**src/rtl/fc_readout_pkg.sv**
```systemverilog
`default_nettype none
// ============================================================================
//  Module   : fc_readout_pkg
//  Purpose  : Shared constants, state encoding and the saturating-increment
//             helper for the FC-layer spike readout.
//  Contents : N_OUT, CLASS_W, SAT_W, ST_* state codes, state_t, sat_inc()
//  Revision : 1.0  initial release
// ============================================================================
package fc_readout_pkg;

  localparam int N_OUT   = 10;
  localparam int CLASS_W = 4;

  // Working width of sat_inc. Every spike counter is zero-extended to this
  // width and truncated back, so one helper serves any CNT_W up to SAT_W.
  localparam int SAT_W   = 8;

  localparam logic [1:0] ST_ACCUM = 2'd0;
  localparam logic [1:0] ST_SCAN  = 2'd1;
  localparam logic [1:0] ST_OUT   = 2'd2;

  typedef enum logic [1:0] {
    S_ACCUM = ST_ACCUM,
    S_SCAN  = ST_SCAN,
    S_OUT   = ST_OUT
  } state_t;

  // Add one when inc is set, holding at max_val instead of wrapping.
  function automatic logic [SAT_W-1:0] sat_inc(
    input logic [SAT_W-1:0] cnt,
    input logic             inc,
    input logic [SAT_W-1:0] max_val
  );
    if (inc && (cnt < max_val)) begin
      return cnt + SAT_W'(1);
    end
    return cnt;
  endfunction

endpackage
`default_nettype wire

```
**src/rtl/readout_cmp.sv**
```systemverilog
`default_nettype none
// ============================================================================
//  Module   : readout_cmp
//  Purpose  : Combinational winner comparison for the rate-decoding scan.
//             A candidate beats the current best on a higher spike count,
//             then on a higher signed membrane, then on a lower index.
//  Ports    : first      in  force take (first candidate of a scan)
//             cand_cnt   in  candidate spike count
//             cand_v     in  candidate membrane (signed)
//             cand_idx   in  candidate neuron index
//             best_cnt   in  current best spike count
//             best_v     in  current best membrane (signed)
//             best_idx   in  current best neuron index
//             take_new   out candidate replaces best
//  Revision : 1.0  initial release
// ============================================================================
module readout_cmp #(
  parameter int CNT_W = 4,
  parameter int V_W   = 16,
  parameter int IDX_W = 4
) (
  input  logic             first,
  input  logic [CNT_W-1:0] cand_cnt,
  input  logic [V_W-1:0]   cand_v,
  input  logic [IDX_W-1:0] cand_idx,
  input  logic [CNT_W-1:0] best_cnt,
  input  logic [V_W-1:0]   best_v,
  input  logic [IDX_W-1:0] best_idx,
  output logic             take_new
);
  import fc_readout_pkg::*;

  logic w_cnt_gt;
  logic w_cnt_eq;
  logic w_v_gt;
  logic w_v_eq;
  logic w_idx_lt;

  assign w_cnt_gt = (cand_cnt > best_cnt);
  assign w_cnt_eq = (cand_cnt == best_cnt);
  // Membranes are Q5.11 two's complement; compare as signed.
  assign w_v_gt   = ($signed(cand_v) > $signed(best_v));
  assign w_v_eq   = (cand_v == best_v);
  // The scan runs in ascending index order, so a full tie never replaces the
  // best; the index term keeps the block correct for any visiting order.
  assign w_idx_lt = (cand_idx < best_idx);

  assign take_new = first
                  | w_cnt_gt
                  | (w_cnt_eq & w_v_gt)
                  | (w_cnt_eq & w_v_eq & w_idx_lt);

endmodule
`default_nettype wire

```
**src/rtl/fc_spike_readout.sv**
```systemverilog
`default_nettype none
// ============================================================================
//  Module   : fc_spike_readout
//  Purpose  : Counts FC-layer output spikes per class over T_STEPS timesteps,
//             then scans the counters one neuron per cycle and presents the
//             winning class on a valid/ready handshake (rate decoding, with
//             the final-step membrane as tie breaker).
//  Ports    : clk          in  clock, rising edge
//             rst          in  asynchronous active-high reset
//             flush        in  synchronous abort of the current inference
//             s_valid      in  spike/membrane beat valid (one timestep)
//             s_ready      out beat accepted when s_valid & s_ready
//             s_in         in  spike bit per neuron
//             v_in         in  membrane per neuron, neuron i at [V_W*i +: V_W]
//             class_valid  out result valid, held until taken
//             class_ready  in  result consumer ready
//             class_id     out winning neuron index
//             class_cnt    out spike count of the winner
//             busy         out high while scanning or presenting a result
//  Revision : 1.0  initial release
// ============================================================================
module fc_spike_readout #(
  parameter int N_OUT   = fc_readout_pkg::N_OUT,
  parameter int T_STEPS = 8,
  parameter int CNT_W   = 4,
  parameter int V_W     = 16
) (
  input  logic                                 clk,
  input  logic                                 rst,
  input  logic                                 flush,
  input  logic                                 s_valid,
  output logic                                 s_ready,
  input  logic [N_OUT-1:0]                     s_in,
  input  logic [V_W*N_OUT-1:0]                 v_in,
  output logic                                 class_valid,
  input  logic                                 class_ready,
  output logic [fc_readout_pkg::CLASS_W-1:0]   class_id,
  output logic [CNT_W-1:0]                     class_cnt,
  output logic                                 busy
);
  import fc_readout_pkg::*;

  localparam int                  c_step_w    = (T_STEPS > 1) ? $clog2(T_STEPS) : 1;
  localparam logic [c_step_w-1:0] c_last_step = c_step_w'(T_STEPS - 1);
  localparam int                  c_idx_w     = CLASS_W;
  localparam logic [c_idx_w-1:0]  c_last_idx  = c_idx_w'(N_OUT - 1);
  localparam logic [SAT_W-1:0]    c_cnt_max   = SAT_W'((2 ** CNT_W) - 1);

  state_t              r_state;
  state_t              w_state_next;

  logic [c_step_w-1:0] r_step;
  logic [c_idx_w-1:0]  r_idx;
  logic [CNT_W-1:0]    r_cnt [N_OUT];
  logic [V_W-1:0]      r_v   [N_OUT];

  logic [CNT_W-1:0]    r_best_cnt;
  logic [V_W-1:0]      r_best_v;
  logic [c_idx_w-1:0]  r_best_idx;
  logic                r_class_valid;

  logic [CNT_W-1:0]    w_cnt_inc [N_OUT];
  logic [V_W-1:0]      w_v_in    [N_OUT];
  logic [CNT_W-1:0]    w_cand_cnt;
  logic [V_W-1:0]      w_cand_v;
  logic                w_take;
  logic                w_accept;
  logic                w_last_beat;
  logic                w_handshake;

  // A beat presented together with flush is dropped.
  assign s_ready     = (r_state == S_ACCUM);
  assign w_accept    = s_valid & s_ready & ~flush;
  assign w_last_beat = w_accept & (r_step == c_last_step);
  assign w_handshake = r_class_valid & class_ready;

  // --------------------------------------------------------------------------
  // Per-neuron next count and membrane slice
  // --------------------------------------------------------------------------
  for (genvar gi = 0; gi < N_OUT; gi++) begin : g_neuron
    assign w_cnt_inc[gi] = CNT_W'(sat_inc(SAT_W'(r_cnt[gi]), s_in[gi], c_cnt_max));
    assign w_v_in[gi]    = v_in[V_W*gi +: V_W];
  end

  // --------------------------------------------------------------------------
  // Counter array and membrane latch. Membranes are captured only from the
  // final timestep; earlier beats contribute spikes alone.
  // --------------------------------------------------------------------------
  always_ff @(posedge clk or posedge rst) begin
    if (rst) begin
      for (int i = 0; i < N_OUT; i++) begin
        r_cnt[i] <= '0;
        r_v[i]   <= '0;
      end
    end else begin
      for (int i = 0; i < N_OUT; i++) begin
        if (flush || w_handshake) begin
          r_cnt[i] <= '0;
        end else if (w_accept) begin
          r_cnt[i] <= w_cnt_inc[i];
        end
        if (w_last_beat) begin
          r_v[i] <= w_v_in[i];
        end
      end
    end
  end

  // --------------------------------------------------------------------------
  // Scan comparator: candidate is the neuron addressed by r_idx
  // --------------------------------------------------------------------------
  assign w_cand_cnt = r_cnt[r_idx];
  assign w_cand_v   = r_v[r_idx];

  readout_cmp #(
    .CNT_W (CNT_W),
    .V_W   (V_W),
    .IDX_W (c_idx_w)
  ) u_cmp (
    .first    (r_idx == '0),
    .cand_cnt (w_cand_cnt),
    .cand_v   (w_cand_v),
    .cand_idx (r_idx),
    .best_cnt (r_best_cnt),
    .best_v   (r_best_v),
    .best_idx (r_best_idx),
    .take_new (w_take)
  );

  // --------------------------------------------------------------------------
  // FSM state register
  // --------------------------------------------------------------------------
  always_ff @(posedge clk or posedge rst) begin
    if (rst) begin
      r_state <= S_ACCUM;
    end else begin
      r_state <= w_state_next;
    end
  end

  // --------------------------------------------------------------------------
  // FSM next state
  // --------------------------------------------------------------------------
  always_comb begin
    w_state_next = r_state;
    case (r_state)
      S_ACCUM: if (w_last_beat)           w_state_next = S_SCAN;
      S_SCAN:  if (r_idx == c_last_idx)   w_state_next = S_OUT;
      S_OUT:   if (w_handshake)           w_state_next = S_ACCUM;
      default:                            w_state_next = S_ACCUM;
    endcase
    if (flush) begin
      w_state_next = S_ACCUM;
    end
  end

  // --------------------------------------------------------------------------
  // Step counter, scan index, best registers and result valid.
  // class_valid is raised on the first OUT cycle rather than on entry, so the
  // best registers have settled on the last candidate before it is shown.
  // --------------------------------------------------------------------------
  always_ff @(posedge clk or posedge rst) begin
    if (rst) begin
      r_step        <= '0;
      r_idx         <= '0;
      r_best_cnt    <= '0;
      r_best_v      <= '0;
      r_best_idx    <= '0;
      r_class_valid <= 1'b0;
    end else if (flush) begin
      r_step        <= '0;
      r_idx         <= '0;
      r_best_cnt    <= '0;
      r_best_v      <= '0;
      r_best_idx    <= '0;
      r_class_valid <= 1'b0;
    end else begin
      case (r_state)
        S_ACCUM: begin
          r_idx <= '0;
          if (w_accept) begin
            r_step <= (r_step == c_last_step) ? '0 : r_step + c_step_w'(1);
          end
        end
        S_SCAN: begin
          if (w_take) begin
            r_best_cnt <= w_cand_cnt;
            r_best_v   <= w_cand_v;
            r_best_idx <= r_idx;
          end
          r_idx <= (r_idx == c_last_idx) ? '0 : r_idx + c_idx_w'(1);
        end
        S_OUT: begin
          if (!r_class_valid) begin
            r_class_valid <= 1'b1;
          end else if (class_ready) begin
            r_class_valid <= 1'b0;
          end
        end
        default: begin
          r_idx <= '0;
        end
      endcase
    end
  end

  assign class_valid = r_class_valid;
  assign class_id    = r_best_idx;
  assign class_cnt   = r_best_cnt;
  assign busy        = (r_state != S_ACCUM);

endmodule
`default_nettype wire
```
**config.mk**
```make
export PLATFORM = sky130hd
export DESIGN_NAME = fc_spike_readout
export DESIGN_NICKNAME = d
export VERILOG_FILES = /design/src/rtl/fc_readout_pkg.sv /design/src/rtl/readout_cmp.sv /design/src/rtl/fc_spike_readout.sv
export SDC_FILE = /design/constraint.sdc
export NUM_CORES = 1
export LEC_CHECK = 0
export CORE_UTILIZATION = 58
export DETAILED_ROUTE_END_ITERATION = 7
export DONT_BUFFER_PORTS = 1
export PLACE_DENSITY = 0.87
export SETUP_SLACK_MARGIN = 0.4
export SLEW_MARGIN = 20
export SYNTH_ARGS = -nofsm -noshare
export SYNTH_HDL_FRONTEND = slang
export SYNTH_HIERARCHICAL = 1
export SYNTH_SLANG_ARGS = --single-unit
```
**constraint.sdc**
```tcl
create_clock -name clk -period 8.58 [get_ports clk]
set_input_delay 2.574 -clock clk [delete_from_list [all_inputs] [get_ports clk]]
set_output_delay 2.574 -clock clk [all_outputs]
set_load 0.02 [all_outputs]
```
* Word level (Yosys, flattened, before mapping)
Index checks and enable logic that the tools add are counted.
** Cells by class
- Equality and inequality tests :: 10
- $add $sub $neg :: 12
- Muxes and demuxes :: 81
- Reduce and logical (&&, ||, !) cells :: 43
- Bitwise gates (word level) :: 12
- Magnitude comparators :: 14
** Operators by type and width (number)
- $mux W4 :: 50
- $mux W16 :: 5
- $bmux W16 S4 :: 1
- $add A4 B1 Y4 const B :: 11
- $lt A4 B4 Y1 const B :: 10
- $reduce_bool A2 Y1 :: 17
- $reduce_and A2 Y1 :: 12
- $bmux W4 S4 :: 1
- $eq A16 B16 Y1 :: 1
- $gt A16 B16 Y1 :: 1
- $mux W1 :: 14
- $mux W3 :: 4
- $logic_and A1 B1 Y1 :: 10
- $mux W2 :: 4
- $pmux W4 S2 :: 1
- $and A1 B1 Y1 :: 7
- $ne A3 B3 Y1 const B :: 2
- $pmux W2 S3 :: 1
- $ge A5 B5 Y1 const B :: 1
- $not A4 Y5 :: 1
- $eq A4 B4 Y1 :: 1
- $eq A4 B4 Y1 const B :: 1
- $gt A4 B4 Y1 :: 1
- $logic_not A4 Y1 :: 1
- 12 further kinds :: 14
** Storage, ports and cells
- Input bits :: 175
- Register bits after elaboration :: 234
- Output and inout port bits :: 11
- Logic and storage cells :: 199

* Depth between registers and ports, before layout
Gate-level depths: netlist (run 1).
- Depth after elaboration :: 11
- Mapped depth :: 19
- Mapped depth without buffers :: 14

* By module
Netlist (run 1), hierarchy kept.
** By module, submodules not included
- fc_spike_readout :: seq. area each 5855.6 µm², cells an instance 913, instances 1, area an instance 11452.2 µm²
- readout_cmp :: seq. area each 0.0 µm², cells an instance 88, instances 1, area an instance 621.8 µm²

* Worst setup path after synthesis (run 1)
Ideal clock, no wire load.
- Kind :: reg2reg
- From :: register r_idx[0]
- To :: register r_best_v[0]
- Arrival :: 4040 ps
- Period minus slack after synthesis :: 4127 ps
- Path slack :: 4453 ps
- Setup time :: 87 ps
- Stages on the path, launching flop included :: 19
- Data required time :: 8493 ps
- Path buffers :: 5
- Cell sequence :: dfrtp_1 > clkbuf_1 > buf_2 > buf_1 > mux2_2 > a222oi_1 > nand2_1 > ha_1 > a21oi_1 > nand2_1 > a221o_1 > a211oi_2 > mux2i_1 > nor3b_2 > nor4bb_1 > clkbuf_1 > clkbuf_1 > nand3_1 > o211ai_1
** On the way
- Longest elaborated chain between the ends :: 10
- Elaborated cells between the ends (all ways) :: 24
- Those cells by class :: order compare (3); eq/ne (2); mux (9); bitwise (7); reduce/logical (3)
** Ends and longest elaborated chain
- start: declaration :: RTL line fc_spike_readout.sv:53 : logic [c_idx_w-1:0] r_idx;
- start signal: assignment :: RTL line fc_spike_readout.sv:191 : r_idx <= (r_idx == c_last_idx) ? '0 : r_idx + c_idx_w'(1);
- $not A4 Y5 (implied by the code) * :: RTL line fc_spike_readout.sv:113 : assign w_cand_v = r_v[r_idx];
- $bmux W16 S4 * :: RTL line fc_spike_readout.sv:113
- $mux W16 (implied by the code) * (2 in a row) :: RTL line fc_spike_readout.sv:113
- via w_cand_v[14] :: RTL line fc_spike_readout.sv:65 : logic [V_W-1:0] w_cand_v;
- $gt A16 B16 Y1 / $eq A16 B16 Y1 (equally long branches) :: RTL line readout_cmp.sv:42, readout_cmp.sv:43
- $and A1 B1 Y1 (on tied branches) :: RTL line readout_cmp.sv:50, readout_cmp.sv:51
- $or A1 B1 Y1 / $and A1 B1 Y1 (equally long branches) :: RTL line readout_cmp.sv:50, readout_cmp.sv:51
- $or A1 B1 Y1 * :: RTL line readout_cmp.sv:51 : | (w_cnt_eq & w_v_eq & w_idx_lt);
- via w_take :: RTL line fc_spike_readout.sv:66 : logic w_take;
- $reduce_bool A2 Y1 (no source line) *
- $reduce_and A2 Y1 (no source line) *
- end signal: assignment :: RTL line fc_spike_readout.sv:188 : r_best_v <= w_cand_v;
- end: declaration :: RTL line fc_spike_readout.sv:58 : logic [V_W-1:0] r_best_v;
Mark *: on every way through the listed nets, which the timed path passes. The rest lies on a longest branch. The select of a mux whose other input is x is not followed.
A chain may end at the register's enable or synchronous reset.

* Worst setup path after layout (run 1)
- From :: register r_idx[0]
- To :: register r_best_cnt[1], in the netlist class_cnt[1]
** On the way
- Longest elaborated chain between the ends :: 10
- Elaborated cells between the ends (all ways) :: 24
- Those cells by class :: order compare (3); eq/ne (2); mux (9); bitwise (7); reduce/logical (3)
** Ends and longest elaborated chain
- $not A4 Y5 (implied by the code) * :: RTL line fc_spike_readout.sv:113
- $bmux W16 S4 * :: RTL line fc_spike_readout.sv:113
- $mux W16 (implied by the code) * (2 in a row) :: RTL line fc_spike_readout.sv:113
- via w_cand_v[15] :: RTL line fc_spike_readout.sv:65
- $gt A16 B16 Y1 / $eq A16 B16 Y1 (equally long branches) :: RTL line readout_cmp.sv:42, readout_cmp.sv:43
- $and A1 B1 Y1 (on tied branches) :: RTL line readout_cmp.sv:50, readout_cmp.sv:51
- $or A1 B1 Y1 / $and A1 B1 Y1 (equally long branches) :: RTL line readout_cmp.sv:50, readout_cmp.sv:51
- $or A1 B1 Y1 * :: RTL line readout_cmp.sv:51
- via w_take :: RTL line fc_spike_readout.sv:66
- $reduce_bool A2 Y1 (no source line) *
- $reduce_and A2 Y1 (no source line) *
- end signal: assignment :: RTL line fc_spike_readout.sv:187 : r_best_cnt <= w_cand_cnt;
- end: declaration :: RTL line fc_spike_readout.sv:57 : logic [CNT_W-1:0] r_best_cnt;
Marked as above.

==> results.md, run 1 <==
- Once the clock tree was built, the resizer swapped 0 gates to a different size.
- In this run the cell area of the synthesized design comes to 12100 um^2.
- The root buffer cell chosen for the clock tree is clkbuf_16.
- The HPWL after detailed placement is 18.4 mm.
- Cells fill 65.2% of the core in the end.
- The area growth from synthesis to layout is 9.54%.
- The unique cell type count in the Yosys netlist is 42.
- From bottom edge to top edge, the die measures 146 um.
- Yosys printed 6 warnings.
- The clock transition at the registers of the reported paths is 0.06 ns.
- Cells with a size suffix above 1 make up 30.5% of the layout.
- After global routing the overflow that remains totals 0.
- In the final design database the tool counted 1189 nets.
- Row generation in the floorplan step produced 52 rows.
- The vias after detailed routing is 8064.
- The maximum vdd ir drop is 0.225 mV.
- The switching share of power is 22.2%.
- The net switching power is 0.000526 W.
- The static leakage is 6.25 nW.
- STA puts the critical path data required time at 9.01 ns.
- For the final database, setup skew stands at 0.0283 ns.
- The power per unit of standard cell area is 179 nW/um^2.
- The number of global-route vias before repair is 8192.
- In the post-synthesis netlist, the biggest area contributors are dfrtp_1 48%, mux2_2 20%, ha_1 3.9%, mux4_2 3.7%, nand3_1 2.7%.
- The worst path needs 6.00 ns of the cycle, external delays included.
- The number of buffers inserted to repair setup after CTS is 0.
- The clock share of power is 50.0%.
- The library cells used most frequently in the layout, excluding fill and tap cells, are 233 x dfrtp_1, 212 x mux2_2, 74 x nand2_1.
- The first global-routing pass estimated 43.1 mm of wire.
- The floorplan die area is 21400 um^2.
- The setup TNS is 0 ns.
- The library cell used most frequently in the layout, excluding fill and tap cells, is dfrtp_1.
- No sink is reached through more buffers than the 3 on the longest clock path.
- For this run, the register share of the synthesized area comes to 48.5%.
- The internal power consumption is 0.00184 W.
- The initial utilization of the core area, before any placement, comes to 59.5%.
- Synthesis handed over a netlist of 1001 instances.
- The number of sinks driven by the clock tree is 234.
- The number of violations reported at the end of detailed-routing iteration 0 is 554.
- Of all nets on the critical path, the largest fanout is 51.
- In the final routed layout, each cell accounts on average for 21.4 um.
- In this run, flip-flops and latches consume 47.3% of the power.
- The worst setup path is launched from a flop.
- STA classifies the critical path endpoint as a flop.
- The source-to-sink clock delay at the later pin of the worst-skew pair is 0.55 ns.
- The area inside the core boundary is 20300 um^2.
- Dividing the detail-routed via count by the number of cells gives 6.34.
- Of all flip-flops after synthesis, the portion carrying an async set or reset was 100%.
- At the end of routability-driven placement, the weighted congestion stood at 0.852.
- The flow ran to the end, and the final reports show no timing, DRC or antenna violations.
- The initial antenna violation count was 6.
- The final-layout fill cell count is 1471.
- For this run, the top clock speed supported by timing is 0.167 GHz.
- The cell type with the largest total area after synthesis is dfrtp_1.
- The start-to-end type of the worst setup path is reg2reg.
- In this run the horizontal extent of the chip is 146 um.
- The number of enable-type register cells in the synthesized netlist is 0.
- For the pin with the worst max-slew slack, the measured transition is 1.01 ns.
- The number of routed nets with antenna violations is 0.
- The worst path arrival time is 6.43 ns.
- Setup violations remaining at the end of the flow were counted as 0.
- Counting the buffers created by CTS gives 26.
- In this run the number of H-tree levels came out at 1.
- The most used flip-flop cell after synthesis is dfrtp_1.
- The number of pins with negative max-slew slack in the final report is 0.
- The mean area per synthesized cell is 12.1 um^2.
- The clock tree from TritonCTS is yes.
- The total routing usage reported by global routing is 25.5%.
- For this block, the routed nets add up to 27.2 mm of wire.
- The min-delay analysis places its worst path in the category reg2reg.
- The top-area cell type share of the netlist area is 48.5%.
- The pre-antenna-repair detailed-routing pass consisted of 7 iterations.
- When the netlist entered floorplanning its net count stood at 1214.
- The number of placed I/O pins is 186.
- The largest net degree at the start of global routing is 162.
- The final hold violation count is 0.
- The synthesized design contains 234 register bits.
- The max capacitance violation total is 0.
- After clock tree synthesis, the flow added hold-fix buffers numbering 0.
- The number of buffers added on ports is 0.
- Hold is met by 0.493 ns.
- The worst path uses 69.9% of the clock period.
- The number of design rule violations left after detail routing is 0.
- Setup repair after global routing left no endpoint under its margin.
- In this run, the combinational gates consume 2.8% of the power.
- The worst pin sits at a relative slew slack of 32.7%.
==> final cells by class <==
class                   instances  area [um^2]  share of cell area (%)
clock inverters                17          236                    1.79
flip-flops and latches        234         5860                    44.3
well taps                     270          338                    2.55
inverters                      42          161                    1.22
repair buffers                 14          130                   0.984
diodes                          6         15.0                   0.114
clock buffers                  31          699                    5.29
multi-input cells             658         5790                    43.8
==> final timing paths <==
kind / from / endpoint / slack [ns] / cells past startpoint
setup / recovery: r_idx[0] / class_cnt[1] / 2.58 / 14
hold / removal: r_v[95] / r_v[95] / 0.49 / 1
setup reg to reg: r_idx[0] / class_cnt[1] / 2.58 / 14
hold reg to reg: r_v[95] / r_v[95] / 0.49 / 1
max in group asynchronous: rst / r_idx[0] / 5.15 / 2
min in group asynchronous: rst / r_v[8] / 1.97 / 1
==> worst max-delay path, stage by stage, from the launching register on <==
cell and delay, ns:
dfrtp_4 0.89, buf_4 0.62, mux2_2 0.40, a222oi_1 0.43, nand2_1 0.11, ha_1 0.36, nand4_1 0.17, nor2_1 0.07
a221o_1 0.33, a211oi_2 0.19, mux2i_1 0.20, nor3b_2 0.22, nand3b_1 0.66, nand2b_1 0.81, o211ai_1 0.40
==> power groups by stage <==
stage	combinational [W]	sequential, W	clock [W]
after floorplan	0.0000513	0.00114	0
after global placement	0.0000626	0.00114	0
after detailed placement	0.0000653	0.00114	0
after CTS	0.0000654	0.00112	0.00120
after global routing	0.0000751	0.00112	0.00125
final	0.0000652	0.00112	0.00118
==> stage by stage <==
| step | cells | setup WS [ns] | instance area, um^2 | total power [W] |
|---|---|---|---|---|
| after global placement | 1217 | 2.86 | 12300 | 0.00120 |
| final | 1272 | 2.58 | 13200 | 0.00237 |
| after CTS | 1265 | 2.67 | 13200 | 0.00238 |
| after floorplan | 1001 | 2.94 | 12100 | 0.00119 |
| after detailed placement | 1217 | 2.70 | 12300 | 0.00120 |
| after global routing | 1271 | 2.10 | 13200 | 0.00244 |
==> synth_stat cells, types with 23 or more instances <==
cell type and number:
nand2b_1 24, nand4_1 26, inv_1 42, ha_1 38, nand3_1 65, nand2_1 74, clkbuf_1 36, dfrtp_1 234
mux2_2 212, a21oi_1 34, mux2i_1 23
==> logic make-up after synthesis <==
| family | Yosys count | share of synthesized area (%) |
|---|---|---|
| AND/OR/NAND/NOR | 243 | 10.6 |
| flip-flops | 234 | 48.5 |
| AO/OA/AOI/OAI | 114 | 6.83 |
| adder cells (fa/ha/maj) | 38 | 3.94 |
| multiplexers | 263 | 26.2 |
| buffers and inverters | 109 | 3.97 |
==> per-layer routing <==
metal / wire length (um) / vias to the layer above / track usage, %
met2: 13600 / 266 / 43.2
met4: 975 / 2 / 9.64
met5: 13 / - / 0
li1: - / 3677 / -
met1: 10600 / 4048 / 31.8
met3: 1990 / 71 / 5.94
==> registers in the layout, summed over array words and instances (netlist names) <==
signal       count
r_state          2
class_cnt        4
r_v            160
r_idx            4
r_cnt           40
class_id         4
r_step           3
r_best_v        16
class_valid      1
No activity file was read; power rests on OpenSTA's default activity.
==> inputs of run 2 (changes only) <==
==> constraint.sdc (replaced) <==
create_clock -name clk -period 5.4 [get_ports clk]
set_input_delay 1.62 -clock clk [delete_from_list [all_inputs] [get_ports clk]]
set_output_delay 1.62 -clock clk [all_outputs]
set_load 0.02 [all_outputs]
==> run 2 against run 1 <==
Effect of this change: sequential cell count unchanged; wire length up 2.2%; worst hold slack worse by 0.013 ns; sequential power up 59%; utilization about the same; register-to-register slack worse by 1.7 ns; cell count up 0.16%; combinational power up 61%; global-route usage up 0.93 points.
==> results.md, run 2 (synthesis gave the netlist of run 1 again) <==
- The detailed-route vias per instance was 6.40 (was 6.34).
- The final hold violation count is 0 (unchanged).
- The maximum level of the CTS H-tree came to 1 (unchanged).
- The number of pins with negative max-slew slack in the final report is 0 (unchanged).
- The number of rows created at floorplan was 52 (unchanged).
- The number of routed nets with antenna violations was 0 (unchanged).
- The sort of element at the end of the critical path is a flop (unchanged).
- The largest clock skew in the final design is 0.0162 ns (was 0.0283 ns).
- The depth of the worst register-to-register path came to 15 (was 14).
- Unrepaired setup endpoints after global routing: false (unchanged).
- The worst path arrival time came to 5.01 ns (was 6.43 ns).
- The clock share of power is 48.8% (was 50.0%).
- The largest net degree at the start of global routing is 152 (was 162).
- The static leakage is 6.28 nW (was 6.25 nW).
- The worst-case headroom to the max-slew limit came to 32.7% (about the same).
- The vias after detailed routing is 8159 (was 8064).
- The maximum vdd ir drop is 0.279 mV (was 0.225 mV).
- The number of flip-flops under the largest register name is 160 (unchanged).
- The area inside the core boundary is 20300 um^2 (unchanged).
- The weighted congestion at the end of routability-driven global placement is 0.881 (was 0.852).
- Commonest cells after routing, fill and taps aside: 233 x dfrtp_1, 212 x mux2_2, 74 x nand2_1 (unchanged).
- The most flop-heavy register is r_v (unchanged).
- The floorplan die height is 146 um (unchanged).
- The number of sinks driven by the clock tree is 234 (unchanged).
- The area overhead of the layout relative to synthesis is 9.62% (was 9.54%).
- The minimum period implied by the final worst setup slack was 4.57 ns (was 6.00 ns).
- The start of the worst register-to-register path is r_idx[0] (unchanged).
- The instance area after placement is 12300 um^2 (about the same).
- The start-to-end type of the worst setup path was reg2reg (unchanged).
- Biggest regs: r_v x160, r_cnt x40, r_best_v x16 (unchanged).
- The first-pass detailed-route iteration total came to 5 (was 7).
- The chip width is 146 um (unchanged).
- The layout net count is 1193 (was 1189).
- The final-layout fill cell count came to 1444 (was 1471).
- The initial antenna violation count is 8 (was 6).
- Run status: complete, no violations (unchanged).
- The global-route congestion overflow total is 0 (unchanged).
- The first-pass GRT wire length is 44.5 mm (was 43.1 mm).
- The setup TNS was 0 ns (unchanged).
- The source-to-sink clock delay at the later pin of the worst-skew pair is 0.54 ns (was 0.55 ns).
- The startpoint kind of the worst setup timing path is a flop (unchanged).
- The share of the cycle needed by the critical path after routing is 84.6% (was 69.9%).
- The total detailed-routing wirelength is 27.8 mm (was 27.2 mm).
- The final count of negative-setup-slack endpoints came to 0 (unchanged).
- The clock tree from TritonCTS was yes (unchanged).
- The area taken by flip-flops and latches is 5860 um^2 (unchanged).
- The switching share of power is 21.9% (was 22.2%).
- The max capacitance violation total is 0 (unchanged).
- The combinational share of power came to 2.8% (about the same).
- The sequential share of power is 48.4% (was 47.3%).
- The number of buffers inserted to repair setup after CTS is 0 (unchanged).
- The clock transition at the registers of the reported paths is 0.06 ns (about the same).
- The area of combinational cells with multiple inputs is 5780 um^2 (was 5790 um^2).
- The total routing usage reported by global routing is 26.4% (was 25.5%).
- The total clock buffers created by CTS is 25 (was 26).
- The measured slew at the worst slew-check pin is 1.00 ns (was 1.01 ns).
- The quantity of hold-fixing buffers added after cts came to 0 (unchanged).
- The number of buffers added on ports came to 0 (unchanged).
- The number of placed I/O pins is 186 (unchanged).
- The CTS root buffer is clkbuf_16 (unchanged).
- The largest fanout on the critical path is 51 (unchanged).
- The sum of net half-perimeters after detailed placement is 18.8 mm (was 18.4 mm).
- The number of global-route vias before repair came to 8308 (was 8192).
- The power per unit of standard cell area is 278 nW/um^2 (was 179 nW/um^2).
- The startpoint of the most critical setup path is r_idx[0] (unchanged).
- The cell count of the worst hold path came to 1 (unchanged).
- The finished layout cell area is 13200 um^2 (about the same).
- The share of layout cells above drive strength 1 is 30.8% (was 30.5%).
- The number of design rule violations left after detail routing came to 0 (unchanged).
- The worst endpoint required time is 5.84 ns (was 9.01 ns).
- The post-cts resize count is 0 (unchanged).
- The net switching power is 0.000805 W (was 0.000526 W).
- The initial core utilization came to 59.5% (unchanged).
- The maximum buffer depth of the clock tree is 3 (unchanged).
- The most frequent standard cell in the layout excluding fill and tap cells was dfrtp_1 (unchanged).
- The path class of the lowest-slack min-delay path is reg2reg (unchanged).
- The final routed wire length divided by cell count was 21.8 um (was 21.4 um).
- The startpoint of the worst hold path is r_v[63] (was r_v[95]).
- The internal power consumption is 0.00287 W (was 0.00184 W).
- The maximum operating frequency is 0.219 GHz (was 0.167 GHz).
- The number of violations reported at the end of detailed-routing iteration 0 came to 607 (was 554).
- The floorplan die area is 21400 um^2 (unchanged).
-- run 2: cell types whose count changed in the layout (fill, tap and decap cells not counted), moves of 2 or more --
cell | previous run | this run
clkinvlp_4 | 7 | 2
buf_4 | 12 | 14
bufinv_16 | 4 | 2
buf_12 | 2 | 5
clkbuf_8 | 3 | 9
-- run 2: critical path, stage by stage (launching register included) --
cell	delay, ns
dfrtp_4	0.77
buf_12	0.38
mux2_2	0.37
a222oi_1	0.42
nand2_1	0.11
ha_1	0.34
a21oi_1	0.15
nand2_1	0.08
a221o_1	0.36
a211oi_2	0.18
mux2i_1	0.21
nor3b_2	0.22
nor4bb_4	0.33
buf_4	0.27
nand3_1	0.11
o211ai_1	0.15
-- run 2: final timing paths --
kind / to / slack [ns]
max in group asynchronous: r_v[30] / 3.54
hold / removal: r_v[63] / 0.48
setup reg to reg: r_best_v[9] / 0.83
hold reg to reg: r_v[63] / 0.48
min in group asynchronous: r_v[124] / 1.13
setup / recovery: r_best_v[9] / 0.83
-- run 2: metal layers --
layer  wire, um  track usage, %  vias to the layer above
met2      13500            43.2                      272
met4       1230            12.3                        4
met1      11000            33.5                     4110
li1           -               -                     3690
met5         27               0                        -
met3       2010            6.06                       83
-- run 2: layout make-up --
type	count	share of cell area, %
antenna	6	0.113
inverter	42	1.22
multi-input combinational	658	43.7
sequential	234	44.3
clock inverter	9	0.879
timing repair buffer	19	1.55
clock buffer	36	5.72
tap	270	2.55
-- run 2: per-stage QoR --
step	setup slack [ns]	instances	hold slack, ns	power, W	util (%)
floorplan	0.716	1001	0.452	0.00189	-
detailed placement	0.609	1223	0.471	0.00192	60.8
CTS	0.605	1268	0.484	0.00371	65.1
global placement	0.788	1223	0.465	0.00191	60.8
finish	0.832	1274	0.480	0.00368	65.2
global route	0.438	1273	0.497	0.00379	65.2
-- run 2: power by group through the flow --
stage          registers (W)  clock network, W   logic, W
2_1_floorplan        0.00181                 0  0.0000815
3_3_place_gp         0.00181                 0   0.000103
3_5_place_dp         0.00181                 0   0.000107
4_1_cts              0.00178           0.00182   0.000107
5_1_grt              0.00178           0.00189   0.000121
6_report             0.00178           0.00179   0.000105
==> inputs of run 3 (changes only) <==
--- a/config.mk
+++ b/config.mk
@@ -8,7 +8,7 @@
 export CORE_UTILIZATION = 58
 export DETAILED_ROUTE_END_ITERATION = 7
 export DONT_BUFFER_PORTS = 1
-export PLACE_DENSITY = 0.87
+export PLACE_DENSITY = 0.85
 export SETUP_SLACK_MARGIN = 0.4
 export SLEW_MARGIN = 20
 export SYNTH_ARGS = -nofsm -noshare
==> constraint.sdc (replaced) <==
create_clock -name clk -period 4.3 [get_ports clk]
set_input_delay 1.29 -clock clk [delete_from_list [all_inputs] [get_ports clk]]
set_output_delay 1.29 -clock clk [all_outputs]
set_load 0.02 [all_outputs]
==> run 3 against run 2 <==
Effect of this change: combinational power grew 31%; final area grew 5.8%; via count grew 3.7%; critical path type unchanged; clock skew grew 0.010 ns; non-clock buffer count grew 53; worst hold slack gained 0.0075 ns; count of clock-buffer cells in the layout shrank 2; die area is the same; sequential cell count is the same; first-iteration DRC count grew 14%.
==> results.md, run 3 (synthesis gave the netlist of run 1 again) <==
- The vias after detailed routing is 8462 (was 8159).
- The quantity of hold-fixing buffers added after cts is 0 (unchanged).
- The sum of internal, switching and leakage power is 0.00470 W (was 0.00368 W).
- The source-to-sink clock delay at the later pin of the worst-skew pair was 0.55 ns (was 0.54 ns).
- The startpoint of the most critical setup path is r_idx[0] (unchanged).
- The most frequent standard cell in the layout excluding fill and tap cells is dfrtp_1 (unchanged).
- The CTS root buffer is clkbuf_16 (unchanged).
- The most flop-heavy register is r_v (unchanged).
- The global-route congestion overflow total came to 0 (unchanged).
- Unrepaired setup endpoints after global routing: true (was false).
- The max capacitance violation total is 0 (unchanged).
- The worst endpoint required time is 4.74 ns (was 5.84 ns).
- The final-layout fill cell count is 1388 (was 1444).
- The share of the cycle needed by the critical path after routing came to 92.3% (was 84.6%).
- The number of buffers added on ports is 0 (unchanged).
- Run status: complete, no violations (unchanged).
- The minimum period implied by the final worst setup slack was 3.97 ns (was 4.57 ns).
- The startpoint kind of the worst setup timing path is a flop (unchanged).
- The core utilization of the finished layout is 69.0% (was 65.2%).
- The largest clock skew in the final design is 0.0265 ns (was 0.0162 ns).
- The largest fanout on the critical path is 8 (was 51).
- The maximum vdd ir drop is 0.310 mV (was 0.279 mV).
- The total clock buffers created by CTS is 25 (unchanged).
- The first-pass GRT wire length is 45.9 mm (was 44.5 mm).
- The final routed wire length divided by cell count is 22.2 um (was 21.8 um).
- Commonest cells after routing, fill and taps aside: 233 x dfrtp_1, 210 x mux2_2, 70 x nand2_1 (was 233 x dfrtp_1, 212 x mux2_2, 74 x nand2_1).
- The start-to-end type of the worst setup path is reg2reg (unchanged).
- The area inside the core boundary is 20300 um^2 (unchanged).
- The detailed-route vias per instance was 6.39 (was 6.40).
- The critical-path cell with the highest stage delay is dfrtp_4 (unchanged).
- The initial antenna violation count is 5 (was 8).
- The area taken by flip-flops and latches was 5860 um^2 (unchanged).
- The largest net degree at the start of global routing was 121 (was 152).
- The most used cell along the critical path is buf_4 (was nand2_1).
- The area of combinational cells with multiple inputs is 5990 um^2 (was 5780 um^2).
- The final hold violation count is 0 (unchanged).
- The smallest setup slack after layout came to 0.332 ns (was 0.832 ns).
- The maximum buffer depth of the clock tree is 3 (unchanged).
- The maximum level of the CTS H-tree was 1 (unchanged).
- The sum of net half-perimeters after detailed placement is 19.3 mm (was 18.8 mm).
- The total detailed-routing wirelength is 29.5 mm (was 27.8 mm).
- Cell Chain, Critical Path: buf_6, mux2_2, a222oi_1, buf_4, nand2_2, ha_4, a21oi_2, o21ai_1, a221o_1, a211oi_2, mux2i_1, nor3b_2, nor4bb_4, buf_4, buf_8, nand3_1, o211ai_1 (was buf_12, mux2_2, a222oi_1, nand2_1, ha_1, a21oi_1, nand2_1, a221o_1, a211oi_2, mux2i_1, nor3b_2, nor4bb_4, buf_4, nand3_1, o211ai_1).
- The number of rows created at floorplan is 52 (unchanged).
- The number of global-route vias before repair is 8814 (was 8308).
- The path class of the lowest-slack min-delay path is reg2reg (unchanged).
- The number of sinks driven by the clock tree is 234 (unchanged).
- The number of routed nets with antenna violations is 0 (unchanged).
- The startpoint of the worst hold path is r_v[79] (was r_v[63]).
- The sort of element at the end of the critical path is a flop (unchanged).
- The measured slew at the worst slew-check pin is 0.898 ns (was 1.00 ns).
- The power per unit of standard cell area is 336 nW/um^2 (was 278 nW/um^2).
- The maximum operating frequency is 0.252 GHz (was 0.219 GHz).
- The final count of negative-setup-slack endpoints is 0 (unchanged).
- The total routing usage reported by global routing is 27.1% (was 26.4%).
- The first-pass detailed-route iteration total came to 6 (was 5).
- The chip width is 146 um (unchanged).
- The number of design rule violations left after detail routing is 0 (unchanged).
- The number of placed I/O pins is 186 (unchanged).
- The clock tree from TritonCTS is yes (unchanged).
- The worst-case headroom to the max-slew limit is 40.1% (was 32.7%).
- The weighted congestion at the end of routability-driven global placement is 0.898 (was 0.881).
- Biggest regs: r_v x160, r_cnt x40, r_best_v x16 (unchanged).
- The share of layout cells above drive strength 1 is 36.8% (was 30.8%).
- The number of flip-flops under the largest register name was 160 (unchanged).
- The layout net count is 1246 (was 1193).
- The static leakage is 6.61 nW (was 6.28 nW).
- The initial core utilization is 59.5% (unchanged).
- The worst path arrival time is 4.41 ns (was 5.01 ns).
- The floorplan die height is 146 um (unchanged).
- The start of the worst register-to-register path was r_idx[0] (unchanged).
- The clock transition at the registers of the reported paths is 0.06 ns (about the same).
- The delay of the slowest critical-path stage came to 0.53 ns (was 0.77 ns).
- The number of pins with negative max-slew slack in the final report is 0 (unchanged).
- The pre-CTS worst setup slack was 0.0202 ns (was 0.609 ns).
- The area overhead of the layout relative to synthesis is 15.9% (was 9.62%).
- The floorplan die area came to 21400 um^2 (unchanged).
- The number of violations reported at the end of detailed-routing iteration 0 was 689 (was 607).
==> run 3: cell types whose count changed in the layout (fill, tap and decap cells not counted), sizes merged <==
| cell | change |
|---|---|
| buf | +52 |
| bufinv | +2 |
| clkbuf | -1 |
| clkinv | +1 |
| clkinvlp | +1 |
| diode | -3 |
| inv | -1 |
==> run 3: final timing paths <==
check | to | slack [ns] | cells past startpoint
setup / recovery | class_cnt[0] | 0.33 | 17
max in group asynchronous | r_v[90] | 2.97 | 2
min in group asynchronous | r_v[156] | 0.81 | 2
hold reg to reg | r_v[79] | 0.49 | 1
setup reg to reg | class_cnt[0] | 0.33 | 17
hold / removal | r_v[79] | 0.49 | 1
==> run 3: critical path, delay by kind of cell, from the launching register on <==
kind                     cells  cell delay [ns]
AND/OR/NAND/NOR              4             0.60
multiplexers                 2             0.54
flip-flops                   1             0.53
adder cells (fa/ha/maj)      1             0.22
AO/OA/AOI/OAI                6             1.28
buffers and inverters        4             0.68
==> run 3: layout make-up <==
cell class,instances,share of cell area [%]
antenna,3,0.0536
inverter,42,1.15
clock inverter,12,1.29
timing repair buffer,72,5.27
clock buffer,34,5.14
sequential,234,41.9
multi-input combinational,658,42.8
tap,270,2.41
==> run 3: metal layers <==
layer  routed length [um]  up-vias  part of all wire, %  GRT usage, %
met5                   12        -                0.041             0
met4                 1220        2                  4.1          13.1
met3                 2250       86                  7.6          7.16
met1                11100     4250                   38          32.5
met2                14900      348                   50          45.4
li1                     -     3776                    -             -
==> run 3: per-stage QoR <==
step	instances	hold slack (ns)	setup TNS, ns	instance area [um^2]
detailed placement	1243	0.472	0	12500
finish	1325	0.487	0	14000
global route	1325	0.499	0	14000
floorplan	1001	0.452	-12.61	12100
global placement	1243	0.464	0	12500
CTS	1296	0.490	0	13500
==> run 3: report_power, final <==
| part | switching, W | total, W | internal, W |
|---|---|---|---|
| sequential | 0.0000159 | 0.00223 | 0.00222 |
| combinational | 0.0000954 | 0.000138 | 0.0000427 |
| clock | 0.000914 | 0.00233 | 0.00142 |
==> run 3: what timing repair did <==
| action | CTS | global route |
|---|---|---|
| buffers inserted | 6 | 24 |
| pin swaps | 7 | 34 |
| cloned | 1 | 2 |
| endpoints found under the setup margin | 24 | 24 |
| gates resized for setup | 6 | 49 |
